$ cat src/rtl/rnn_mac_accumulator.sv
// Sequential dot-product engine for one RNN neuron: acc = bias + sum(w_i * x_i).
// Two-stage pipeline (multiply/scale, then saturating accumulate) behind a four-state handshake FSM.
module rnn_mac_accumulator #(
    parameter int MAX_LEN = 64,
    parameter int LEN_W   = 7
) (
    input  logic             clk,
    input  logic             rst,
    input  logic             start,
    output logic             start_ready,
    input  logic [15:0]      bias,
    input  logic [LEN_W-1:0] len,
    input  logic             in_valid,
    output logic             in_ready,
    input  logic [7:0]       w_in,
    input  logic [15:0]      x_in,
    output logic             out_valid,
    input  logic             out_ready,
    output logic [19:0]      acc_out,
    output logic [15:0]      out16,
    output logic             sat20,
    output logic             sat16
);

    typedef enum logic [1:0] {IDLE, RUN, DRAIN, OUT} state_t;

    localparam logic [19:0] ACC_MAX = 20'h7FFFF;
    localparam logic [19:0] ACC_MIN = 20'h80000;

    state_t             state, state_next;
    logic               start_accept, beat, last_beat;
    logic [LEN_W-1:0]   len_clamped, len_q, count, count_inc;
    logic signed [23:0] prod;
    logic [19:0]        term, acc, acc_next;
    logic [20:0]        sum21;
    logic               tvld, acc_ovf, clip16;

    // Qualify handshakes on state directly so the FSM outputs never feed back into themselves.
    assign start_accept = start && (state == IDLE);
    assign beat         = in_valid && (state == RUN);
    assign count_inc    = count + LEN_W'(1);
    assign last_beat    = beat && (count_inc == len_q);
    assign len_clamped  = (len > LEN_W'(MAX_LEN)) ? LEN_W'(MAX_LEN) : len;

    // 1_2_5 * 1_2_13 gives 18 fraction bits; the term keeps 13 of them.
    assign prod = 24'($signed(w_in)) * 24'($signed(x_in));

    assign sum21    = {acc[19], acc} + {term[19], term};
    assign acc_ovf  = sum21[20] ^ sum21[19];
    assign acc_next = acc_ovf ? (sum21[20] ? ACC_MIN : ACC_MAX) : sum21[19:0];

    always_ff @(posedge clk or posedge rst) begin
        if (rst) begin
            state <= IDLE;
        end else begin
            state <= state_next;
        end
    end

    // NOTE: every output of this block gets a default first so no path can infer a latch.
    always_comb begin
        state_next  = state;
        start_ready = 1'b0;
        in_ready    = 1'b0;
        out_valid   = 1'b0;
        case (state)
            IDLE: begin
                start_ready = 1'b1;
                if (start) state_next = (len_clamped == '0) ? OUT : RUN;
            end
            RUN: begin
                in_ready = 1'b1;
                if (last_beat) state_next = DRAIN;
            end
            DRAIN: state_next = OUT;
            OUT: begin
                out_valid = 1'b1;
                if (out_ready) state_next = IDLE;
            end
            default: state_next = IDLE;
        endcase
    end

    // NOTE: sequential state uses non-blocking assignments so every register samples pre-edge values.
    always_ff @(posedge clk or posedge rst) begin
        if (rst) begin
            acc   <= '0;
            term  <= '0;
            tvld  <= 1'b0;
            count <= '0;
            len_q <= '0;
            sat20 <= 1'b0;
        end else begin
            tvld <= beat;
            if (beat) begin
                term  <= 20'(prod >>> 5);
                count <= count_inc;
            end
            if (start_accept) begin
                acc   <= {{4{bias[15]}}, bias};
                count <= '0;
                sat20 <= 1'b0;
                len_q <= len_clamped;
            end else if (tvld) begin
                acc <= acc_next;
                if (acc_ovf) sat20 <= 1'b1;
            end
        end
    end

    // The 16-bit view is exact only when the five top bits are pure sign copies.
    assign clip16  = !((&acc[19:15]) || !(|acc[19:15]));
    assign acc_out = acc;
    assign sat16   = clip16;
    assign out16   = clip16 ? (acc[19] ? 16'h8000 : 16'h7FFF) : acc[15:0];

endmodule

$ cat config.mk
export PLATFORM = sky130hd
export DESIGN_NAME = rnn_mac_accumulator
export DESIGN_NICKNAME = d
export VERILOG_FILES = /design/src/rtl/rnn_mac_accumulator.sv
export SDC_FILE = /design/constraint.sdc
export NUM_CORES = 1
export LEC_CHECK = 0
export BUFFER_PORTS_ARGS = -buffer_cell sky130_fd_sc_hd__buf_2
export CAP_MARGIN = 20
export CORE_MARGIN = 8
export CORE_UTILIZATION = 55
export DETAILED_ROUTE_END_ITERATION = 6
export GPL_TIMING_DRIVEN = 0
export PLACE_DENSITY = 0.86
export SLEW_MARGIN = 0
export SYNTH_ARGS = -nofsm -noshare
export SYNTH_HDL_FRONTEND = slang
export SYNTH_SLANG_ARGS = --single-unit
export TNS_END_PERCENT = 30
$ cat constraint.sdc
create_clock -name clk -period 2.7 [get_ports clk]
set_clock_uncertainty 0.2 [all_clocks]
set_input_delay 0.27 -clock clk [delete_from_list [all_inputs] [get_ports clk]]
set_output_delay 0.27 -clock clk [all_outputs]
set_load 0.02 [all_outputs]
Yosys cells after proc, flatten, opt, wreduce, memory -nomap -nowiden
Cells that the tools add are included.
W data, S select, Z words.
{"block": "classes", "addsub": 2, "multipliers": 1, "n_lt_le_gt_ge": 1, "eq_ne": 7, "n_mux": 20, "n_bitwise": 1, "reduce_logical": 15}
{"operator": "$mux W20", "n": 4}
{"operator": "$mux W16", "n": 2}
{"operator": "$mul A8 B16 Y24", "n": 1}
{"operator": "$add A20 B19 Y21", "n": 1}
{"operator": "$mux W7", "n": 3}
{"operator": "$mux W2", "n": 4}
{"operator": "$pmux W2 S4", "n": 1}
{"operator": "$add A7 B1 Y7 const B", "n": 1}
{"operator": "$eq A7 B7 Y1", "n": 1}
{"operator": "$gt A7 B7 Y1 const B", "n": 1}
{"operator": "$logic_not A7 Y1", "n": 1}
{"operator": "$mux W1", "n": 6}
{"operator": "$ne A2 B2 Y1 const B", "n": 3}
{"operator": "$reduce_bool A2 Y1", "n": 3}
{"operator": "$reduce_and A5 Y1", "n": 1}
{"operator": "$reduce_or A5 Y1", "n": 1}
{"operator": "$eq A2 B2 Y1 const B", "n": 2}
{"operator": "$logic_and A1 B1 Y1", "n": 3}
{"operator": "$reduce_and A3 Y1", "n": 1}
{"operator": "$eq A2 B1 Y1 const B", "n": 1}
{"operator": "$logic_not A1 Y1", "n": 2}
{"operator": "$logic_not A2 Y1", "n": 1}
{"operator": "$reduce_and A2 Y1", "n": 1}
{"operator": "$logic_or A1 B1 Y1", "n": 1}
{"operator": "$xor A1 B1 Y1", "n": 1}
{"block": "word_totals", "ff_bits": 57, "inputBits": 52, "out_inout_bits": 41, "elab_cells": 54}

Depth between registers and ports, before layout
Gate-level depths: netlist of the first run.
{"block": "depth", "word_depth": 6, "mapped_depth": 20, "ltp_nobuf": 18}

Least setup slack after synthesis of the first run
Ideal clock, no wire load.
{"block": "synth_timing", "path_type": "input to register", "from": "in w_in[7]", "to": "reg term[14]", "setup_ns": 0.069, "t_arrival_ns": 4.678, "t_required_ns": 2.431, "path_slack_ns": -2.247, "cell_stages": 18, "path_buffers": 1, "cell_sequence": "inv_1 clkbuf_1 nor2_1 fa_1 fa_1 fa_1 inv_1 fa_1 inv_1 ha_1 a21o_1 a21oi_1 o221ai_1 a221oi_2 o21ai_0 a21oi_1 or4b_2 nand3_1"}
{"block": "synth_between", "elab_chain_len": 1}
{"item": "from (decl)", "line_no": "15", "rtl": "input logic [7:0] w_in,"}
{"item": "$mul A8 B16 Y24", "line_no": "46", "rtl": "assign prod = 24'($signed(w_in)) * 24'($signed(x_in));"}
{"item": "to (signal assigned)", "line_no": "96", "rtl": "term <= 20'(prod >>> 5);"}
{"item": "to (decl)", "line_no": "34", "rtl": "logic [19:0] term, acc, acc_next;"}
Every way passes these cells.
A chain may end at the register's enable or synchronous reset.

Worst setup path after layout of the first run
{"block": "layout_timing", "from": "in w_in[1]", "to": "reg term[17]"}
The elaborated chain is that of the path after synthesis.

==> metrics.txt, run 1 <==
Power Total=14.6 mW; gpl congestion=0.922; Final setup viols=39; status=complete, but fails checks; fmax=0.217 GHz; sequential cell area fraction in the yosys report=17.1%; gr usage total=24.4%; port bufs=92; leading area contributor after synthesis=fa_1; ANT cells=0; Sequential Power Share=11.3%; first-pass GRT wire length=38.8 mm; P_int=7.07 mW; Final Non-Filler Cells=1316; Post-Syn Instances=961; H-tree depth=3; Synth warnings=0; Clock power frac=7.1%; cts bufs inserted=9; Post-synth EDFFs=0; FF+latch count, synth=57; Switching Power=7.55 mW; DR WL met3=1.85 mm; worst hold margin=0.00694 ns; area post-placement=0.00933 mm²; Die Ht=139 µm; Reg clk slew, reported paths=0.05 ns; Gate power share=81.6%; antenna viol nets, final=0; CP top delay family=adder cells; I/O pin cnt=93; worst min path class=primary input to register; Placed Cells=1242; syn nets=1184; Tcrit/Tclk final=171%; post-detailed-routing wire length=25.7 mm; area share of the largest cell type after synthesis=24.8%; CP required=2.74 ns; critical path's largest stage delay=0.53 ns; Leak Pwr=5.23 nW; pre-CTS setup slack=-2.37 ns; Routed WL per cell=19.5 µm; DR vias=7857; Top Layer Used=met4; minimum clock period=4.62 ns; peak supply drop=0.654 mV; DRT Pass-1 Iters=5; fraction of layout cells with a size suffix above 1=27.9%; largest net degree at the start of global routing=33; Die W=139 µm; worst-path cell chain=buf_4 -> buf_8 -> buf_12 -> and2_1 -> ha_1 -> inv_1 -> fa_1 -> inv_1 -> fa_1 -> inv_1 -> fa_1 -> inv_2 -> ha_4 -> a21o_1 -> a21oi_4 -> o32ai_2 -> or4_4 -> o211ai_1 -> a221oi_1 -> o211ai_1; CTS sink count=57; WL met2=12.8 mm; Critical-path top delay cell=fa_1; DRT iter0 DRCs=472; post-route cell area=0.0109 mm²; hpwl dp=16.5 mm; sw frac=51.6%; mean post-synth cell area=8.66 µm²; r2r setup slk=-0.41 ns; Slew Limit Fails=0; initial antenna violation count=0; Max FO, Critical Path=6; vias in the first global route=8035; CP endpoint kind=register; vias per inst=5.97; Synth Flop Type=dfrtp_1; Initial Util=55.5%; Final nets=1349; grt ovf=0; RSZ-0062 raised after global routing=true; worst-margin pin slew=0.732 ns; CP startpoint kind=primary input; Max Cap Viol=0; Setup Crit Path Kind=primary input to register; WL met1=9.59 mm; slack of the critical path=-1.92 ns; clock buffer depth=2; clk root buf=clkbuf_16; Site Rows=45; Distinct cells, synth=66; Post-synth ARST share=100%; synth top area cells=fa_1 25%, dfrtp_1 17%, ha_1 10%; violated checks=setup timing; buffers plus inverters on the worst setup path=7; Slew Limit Headroom=51.2%; Core Region=0.0150 mm²; final hold violations=0; clk_lat worst skew=0.34 ns; pwr/cell area=1340 mW/mm²; DRC=0; WP data arrival=4.66 ns; cell area after synthesis=0.00832 mm²; Die Area=0.0193 mm²; Area Overhead vs Synth=31.6%; CTS tree=built
metrics by stage:
| stage | util [%] | TNS [ns] |
|---|---|---|
| finish | 73.1 | -34.71 |
| global route | 73.1 | -39.05 |
| CTS | 70.0 | -31.21 |
| detailed placement | 62.3 | -47.65 |
| global placement | 62.1 | -43.94 |
| floorplan | - | -31.10 |
per-layer routing:
metal | vias to the layer above | track usage [%]
li1 | 3480 | -
met1 | 3819 | 27.8
met2 | 422 | 43.3
met3 | 136 | 5.44
met4 | 0 | 10.3
met5 | - | 0
area by class of cell:
class	instances	area, µm²
multi-input combinational	709	6940
tap	188	235
clock buffer	13	270
buffer	28	272
sequential	57	1430
fill	952	4030
timing repair buffer	155	1170
inverter	166	628
worst register-to-register path, stage by stage (launching register included):
cell and delay (ns):
dfrtp_1 0.42, ha_2 0.42, and3_1 0.26, and3_2 0.29, o31ai_4 0.11, o31ai_4 0.42
a2111oi_4 0.16, a31oi_4 0.32, buf_6 0.19, nand2_1 0.06, a21oi_1 0.18
flip-flops by register name, summed over array words and instances, names as in the netlist:
name     count
count        7
state        2
sat20        1
acc_out     20
tvld         1
term        19
len_q        7
cell families after synthesis:
logic type / Yosys count / share of synthesized area, %
flops: 57 / 17.1
fa+ha+maj: 171 / 35.0
buf+inv: 195 / 8.86
mux: 4 / 0.526
simple gates: 311 / 19.4
xor+xnor: 38 / 4.00
compound gates: 185 / 15.1
synth_stat cells, drive strengths merged, types with 5 or more instances:
| cell | n |
|---|---|
| a211o | 5 |
| a211oi | 6 |
| a21o | 14 |
| a21oi | 44 |
| a31oi | 8 |
| and2 | 88 |
| and3 | 8 |
| buf | 6 |
| clkbuf | 23 |
| dfrtp | 57 |
| fa | 103 |
| ha | 68 |
| inv | 166 |
| nand2 | 105 |
| nand2b | 8 |
| nand3 | 10 |
| nand3b | 6 |
| nand4 | 5 |
| nor2 | 34 |
| nor3 | 12 |
| o211ai | 7 |
| o21a | 20 |
| o21ai | 47 |
| o31ai | 8 |
| or3 | 19 |
| or4 | 5 |
| xnor2 | 24 |
| xor2 | 14 |
worst paths after layout:
check	from	endpoint	depth (start not counted)
worst max-delay path	w_in[1]	term[17]	20
worst min-delay path	len[0]	len_q[0]	3
worst max register to register	acc_out[8]	acc_out[9]	10
worst min register to register	len_q[5]	len_q[5]	2
max in group asynchronous	rst	count[0]	4
min in group asynchronous	rst	state[1]	3
power groups by stage:
stage	sequential [mW]	combinational, mW	clock (mW)
floorplan	1.68	6.82	0
global placement	1.60	8.50	0
detailed placement	1.62	8.78	0
CTS	1.63	10.3	1.03
global route	1.70	12.9	1.10
finish	1.65	11.9	1.04
what timing repair did:
action,in CTS,in global routing
setup buffers,35,22
resized for setup,112,86
pin swaps,77,56
hold buffers,6,0
gates cloned,3,0
setup endpoints to repair,50,52
endpoints found under the hold margin,30,0
cell usage in the layout, fill, tap and decap left out, types with 8 or more instances in the layout:
cell type	instances
buf_2	75
nand2_2	8
clkbuf_1	12
ha_4	16
buf_6	14
ha_1	47
o21ai_1	11
nor3_1	9
and2_1	75
nor2_1	28
inv_2	18
o21a_1	20
a21oi_1	36
or3_1	19
buf_12	10
fa_1	99
dfrtp_1	54
clkbuf_16	13
and2_4	12
buf_4	49
o21ai_0	29
nand2_1	92
xor2_1	13
inv_1	147
xnor2_1	22
a21o_1	14
No activity file was read; power rests on OpenSTA's default activity.
==> inputs of run 2 (changes only) <==
--- a/config.mk
+++ b/config.mk
@@ -8,10 +8,10 @@
 export BUFFER_PORTS_ARGS = -buffer_cell sky130_fd_sc_hd__buf_2
 export CAP_MARGIN = 20
 export CORE_MARGIN = 8
-export CORE_UTILIZATION = 55
+export CORE_UTILIZATION = 35
 export DETAILED_ROUTE_END_ITERATION = 6
 export GPL_TIMING_DRIVEN = 0
-export PLACE_DENSITY = 0.86
+export PLACE_DENSITY = 0.53
 export SLEW_MARGIN = 0
 export SYNTH_ARGS = -nofsm -noshare
 export SYNTH_HDL_FRONTEND = slang
==> run 2 against run 1 <==
  * The run still ends with setup timing left
  * Utilization shrank 26 points
  * Routed wire length decreased by 13%
  * Global-route usage decreased by 8.9 points
  * First-iteration DRC count shrank 39%
  * Count of clock-buffer cells in the layout is 4 lower
  * Critical path type unchanged
  * Critical endpoint unchanged
  * Largest power group unchanged
==> metrics.txt, run 2 (synthesized netlist as in run 1, its figures left out) <==
peak supply drop=0.476 mV; commonest non-fill, non-tap cell in the layout=inv_1; WP data arrival=4.43 ns; largest net degree at the start of global routing=34; Placed Cells=1373; fraction of layout cells with a size suffix above 1=27.9%; CP required=2.70 ns; clk_lat worst skew=0.32 ns; DRT iter0 DRCs=288; Slew Limit Fails=0; first-pass GRT wire length=36.8 mm; CP endpoint kind=register; area occupied by multi-input gates=0.00692 mm²; worst min path class=primary input to register; H-tree depth=3; FILL cells=2304; worst-margin pin slew=0.630 ns; gr usage total=15.5%; area post-placement=0.00949 mm²; vias in the first global route=7274; CP top delay family=adder cells; Reg clk slew, reported paths=0.05 ns; clk root buf=clkbuf_16; minimum clock period=4.44 ns; slack of the critical path=-1.74 ns; Hold EP=len_q[5]; min-delay src=len[5]; Final nets=1338; fmax=0.225 GHz; gpl congestion=0.837; initial antenna violation count=0; Critical-path top delay cell=fa_1; Slew Limit Headroom=58.0%; Hold Path Depth=3; I/O pin cnt=93; CP startpoint kind=primary input; status=complete, but fails checks; R2R cell count=9; Routed WL per cell=15.5 µm; buffers plus inverters on the worst setup path=4; worst-path cell chain=buf_12 -> clkbuf_16 -> and2_4 -> fa_1 -> fa_1 -> fa_1 -> inv_2 -> fa_1 -> inv_2 -> ha_4 -> a21o_1 -> a21oi_4 -> o32ai_2 -> or4_4 -> o211ai_1 -> a2111o_1 -> o211ai_1; Site Rows=56; FF-to-FF End=acc_out[4]; Setup Crit Path Kind=primary input to register; DR vias=6921; commonest cells after routing, fill and taps aside=144 x inv_1, 96 x nand2_1, 94 x fa_1; port bufs=92; critical path's largest stage delay=0.52 ns; DRC=0; Max Cap Viol=0; DRT Pass-1 Iters=4; violated checks=setup timing; grt ovf=0; Core Region=0.0234 mm²; RSZ-0062 raised after global routing=true; final hold violations=0; Tcrit/Tclk final=164%; vias per inst=4.81; worst r2r src=acc_out[0]; crit-path most repeated cell=fa_1; antenna viol nets, final=0; hpwl dp=17.6 mm; Die W=170 µm; r2r setup slk=-0.35 ns; ANT cells=0; cts bufs inserted=9; Die Area=0.0290 mm²; Final Non-Filler Cells=1439; post-detailed-routing wire length=22.3 mm; Seq. cell area=0.00143 mm²; CTS tree=built; Worst path depth=17; clock buffer depth=2; Die Ht=170 µm; Largest register FFs=20; Max FO, Critical Path=6; Final setup viols=39; Area Overhead vs Synth=31.4%; pwr/cell area=1290 mW/mm²; CTS sink count=57; Leak Pwr=5.11 nW; Initial Util=35.5%; post-route cell area=0.0109 mm²
[run 2: changes by cell type in the layout (fill, tap and decap cells not counted), moves of 4 or more]
cell / previous run / this run
fa_1: 99 / 94
dlygate4sd3_1: 6 / 2
fa_2: 4 / 9
nand2_1: 92 / 96
buf_12: 10 / 4
buf_2: 75 / 83
buf_4: 49 / 42
[run 2: layout make-up]
type                            instances  share of cell area [%]
Buffer                                 29                    2.45
Clock buffer                            9                    2.06
Clock inverter                          7                   0.870
Inverter                              166                    5.75
Multi-Input combinational cell        709                    63.3
Sequential cell                        57                    13.1
Tap cell                              319                    3.65
Timing Repair Buffer                  143                    8.84
[run 2: stage by stage]
stage               setup TNS, ns  utilization [%]  power, mW  setup slack [ns]  hold WS, ns
floorplan                  -31.10                -       8.51             -1.81        0.175
global placement           -48.29             40.5       10.5             -2.41        0.270
detailed placement         -49.30             40.6       10.5             -2.41        0.159
CTS                        -32.76             45.4       13.3             -1.77      0.00650
global route               -38.88             46.7       15.5             -1.88       0.0200
finish                     -32.46             46.7       14.1             -1.74       0.0182
[run 2: metal layers]
metal / up-vias / wire (µm) / GRT usage, %
met3: 17 / 723 / 1.69
li1: 3461 / - / -
met2: 118 / 10300 / 25.8
met4: 0 / 283 / 3.55
met1: 3325 / 11000 / 21.4
met5: - / 0 / 0
[run 2: worst register-to-register path: stages (launching register included)]
cell       delay [ns]
dfrtp_1          0.42
ha_2             0.22
a211o_1          0.34
a211o_1          0.33
a211oi_4         0.30
o31ai_4          0.16
a2111oi_4        0.43
a31oi_4          0.12
a211oi_1         0.30
nor3_1           0.10
[run 2: how the worst max path moves through the flow]
stage | slack [ns] | startpoint | endpoint
final | -1.74 | w_in[4] | term[17]
after global routing | -1.88 | w_in[4] | term[18]
after CTS | -1.77 | w_in[4] | term[18]
after detailed placement | -2.41 | w_in[4] | term[18]
after global placement | -2.41 | w_in[4] | term[18]
after floorplan | -1.81 | w_in[4] | term[14]
[run 2: timing repair]
item                                    CTS  global route
gates cloned                              2             0
buffers inserted                         33            14
hold buffers                              2             0
gates resized for setup                 116            58
pin swaps                                61            35
endpoints found under the hold margin    25             0
endpoints found under the setup margin   55            59
[run 2: power breakdown]
part	switching, mW	internal [mW]	total (mW)	leakage [nW]
combinational	6.18	5.04	11.2	4.27
clock	0.399	0.806	1.20	0.155
sequential	0.416	1.25	1.67	0.691
total	7.00	7.10	14.1	5.11
==> inputs of run 3 (changes only) <==
--- a/config.mk
+++ b/config.mk
@@ -11,7 +11,7 @@
 export CORE_UTILIZATION = 35
 export DETAILED_ROUTE_END_ITERATION = 6
 export GPL_TIMING_DRIVEN = 0
-export PLACE_DENSITY = 0.53
+export PLACE_DENSITY = 0.51
 export SLEW_MARGIN = 0
 export SYNTH_ARGS = -nofsm -noshare
 export SYNTH_HDL_FRONTEND = slang
==> constraint.sdc (replaced) <==
create_clock -name clk -period 4.45 [get_ports clk]
set_clock_uncertainty 0.2 [all_clocks]
set_input_delay 0.445 -clock clk [delete_from_list [all_inputs] [get_ports clk]]
set_output_delay 0.445 -clock clk [all_outputs]
set_load 0.02 [all_outputs]
==> run 3 against run 2 <==
  * Cell area shrank 6.4%
  * Clock power shrank 43%
  * Count of clock-buffer cells in the layout rose by 2
  * Combinational power decreased by 47%
  * First-iteration DRC count is 4.9% lower
  * Routed wire length fell by 5.4%
  * The flow finishes with violations (hold timing, setup timing)
  * Sequential power fell by 41%
  * Total power is 46% lower
  * Die area is the same
  * Via count shrank 3.0%
  * Largest cell class unchanged
  * Highest routed layer unchanged
  * Sequential cell count stayed put
==> metrics.txt, run 3 (synthesized netlist as in run 1, its figures left out) <==
layer with the highest usage=met2; ANT cells=0; initial antenna violation count=0; minimum clock period=4.68 ns; CTS tree=built; Core Region=0.0234 mm²; DRT Pass-1 Iters=4; Slew Limit Headroom=46.4%; pwr/cell area=739 mW/mm²; Slew Limit Fails=0; Die Ht=170 µm; M3 GR Usage=1.83%; Site Rows=56; worst min path class=primary input to asynchronous set/reset pin; Area Overhead vs Synth=23.0%; Initial Util=35.5%; CP startpoint kind=primary input; Reg clk slew, reported paths=0.05 ns; WP data arrival=4.68 ns; CTS sink count=57; largest net degree at the start of global routing=31; worst hold margin=-0.00165 ns; total negative slack=-1.36 ns; antenna viol nets, final=0; Tcrit/Tclk final=105%; Final setup viols=10; vias in the first global route=7063; Util after Layout=43.7%; hpwl dp=17.7 mm; peak supply drop=0.264 mV; met2 usage=23.9%; CP endpoint kind=register; status=complete, but fails checks; commonest non-fill, non-tap cell in the layout=inv_1; CP required=4.45 ns; worst-margin pin slew=0.800 ns; H-tree depth=3; Max FO, Critical Path=8; clk_lat worst skew=0.32 ns; DRT iter0 DRCs=274; Power Total=7.57 mW; port bufs=92; met1 usage=21.2%; Setup Crit Path Kind=primary input to register; violated checks=hold timing, setup timing; vias per inst=4.76; Final nets=1310; RSZ-0062 raised after global routing=true; DR vias=6712; Final Non-Filler Cells=1411; first-pass GRT wire length=35.5 mm; cts bufs inserted=9; gpl congestion=0.807; Largest register FFs=20; I/O pin cnt=93; Placed Cells=1373; fraction of layout cells with a size suffix above 1=19.2%; post-detailed-routing wire length=21.1 mm; fmax=0.214 GHz; grt ovf=0; Die Area=0.0290 mm²; commonest cells after routing, fill and taps aside=157 x inv_1, 103 x nand2_1, 101 x fa_1; r2r setup slk=0.96 ns; hold buffers post-CTS=0; final hold violations=1; Max Cap Viol=0; Leak Pwr=4.92 nW; Routed WL per cell=14.9 µm; DRC=0; slack of the critical path=-0.232 ns; clk root buf=clkbuf_16; gr usage total=14.9%; clock buffer depth=2; Die W=170 µm
run 3: stage by stage:
stage	setup slack [ns]	area, µm²
floorplan	-0.234	8510
global placement	-1.05	9370
detailed placement	-1.03	9390
CTS	-0.224	10100
global route	-0.411	10200
finish	-0.232	10200
run 3: worst paths after layout:
path | start | end | depth (start not counted)
max | w_in[6] | term[17] | 17
max reg2reg | acc_out[0] | acc_out[8] | 12
min | rst | len_q[4] | 2
min reg2reg | term[3] | term[3] | 2
min in group clk | len[3] | len_q[3] | 3
max in group asynchronous | rst | term[6] | 3
run 3: timing repair:
action / 4_1_cts / 5_1_grt
cloned: 1 / 0
setup buffers: 15 / 6
setup endpoints to repair: 12 / 13
resized for setup: 59 / 19
endpoints found under the hold margin: 0 / 0
pin swaps: 31 / 33
run 3: routing by layer:
metal	vias to the layer above	part of all wire, %	wire length [µm]
li1	3409	-	-
met1	3170	51	10800
met2	120	44	9250
met3	13	4.0	840
met4	0	1.0	211
met5	-	0	0
run 3: critical path: stages:
cell,delay [ns]
buf_6,0.11
clkbuf_8,0.15
and2_4,0.14
fa_1,0.57
fa_2,0.45
fa_1,0.54
inv_1,0.05
fa_1,0.38
inv_1,0.11
ha_4,0.21
a21o_1,0.19
a21oi_2,0.19
o32ai_2,0.11
or4_4,0.52
o211ai_1,0.25
a2111o_1,0.17
o211ai_1,0.08
run 3: layout make-up:
type | count | area, µm²
Multi-Input combinational cell | 709 | 6500
Sequential cell | 57 | 1430
Buffer | 29 | 249
Timing Repair Buffer | 115 | 736
Clock buffer | 11 | 243
Tap cell | 319 | 399
Inverter | 166 | 628
Fill cell | 2402 | 13200
Clock inverter | 5 | 55.1
run 3: where the power goes:
| part | internal (mW) | leakage (nW) | total [mW] | switching (mW) |
|---|---|---|---|---|
| Clock | 0.446 | 0.142 | 0.681 | 0.235 |
| Combinational | 2.55 | 4.08 | 5.90 | 3.35 |
| Sequential | 0.755 | 0.695 | 0.988 | 0.233 |
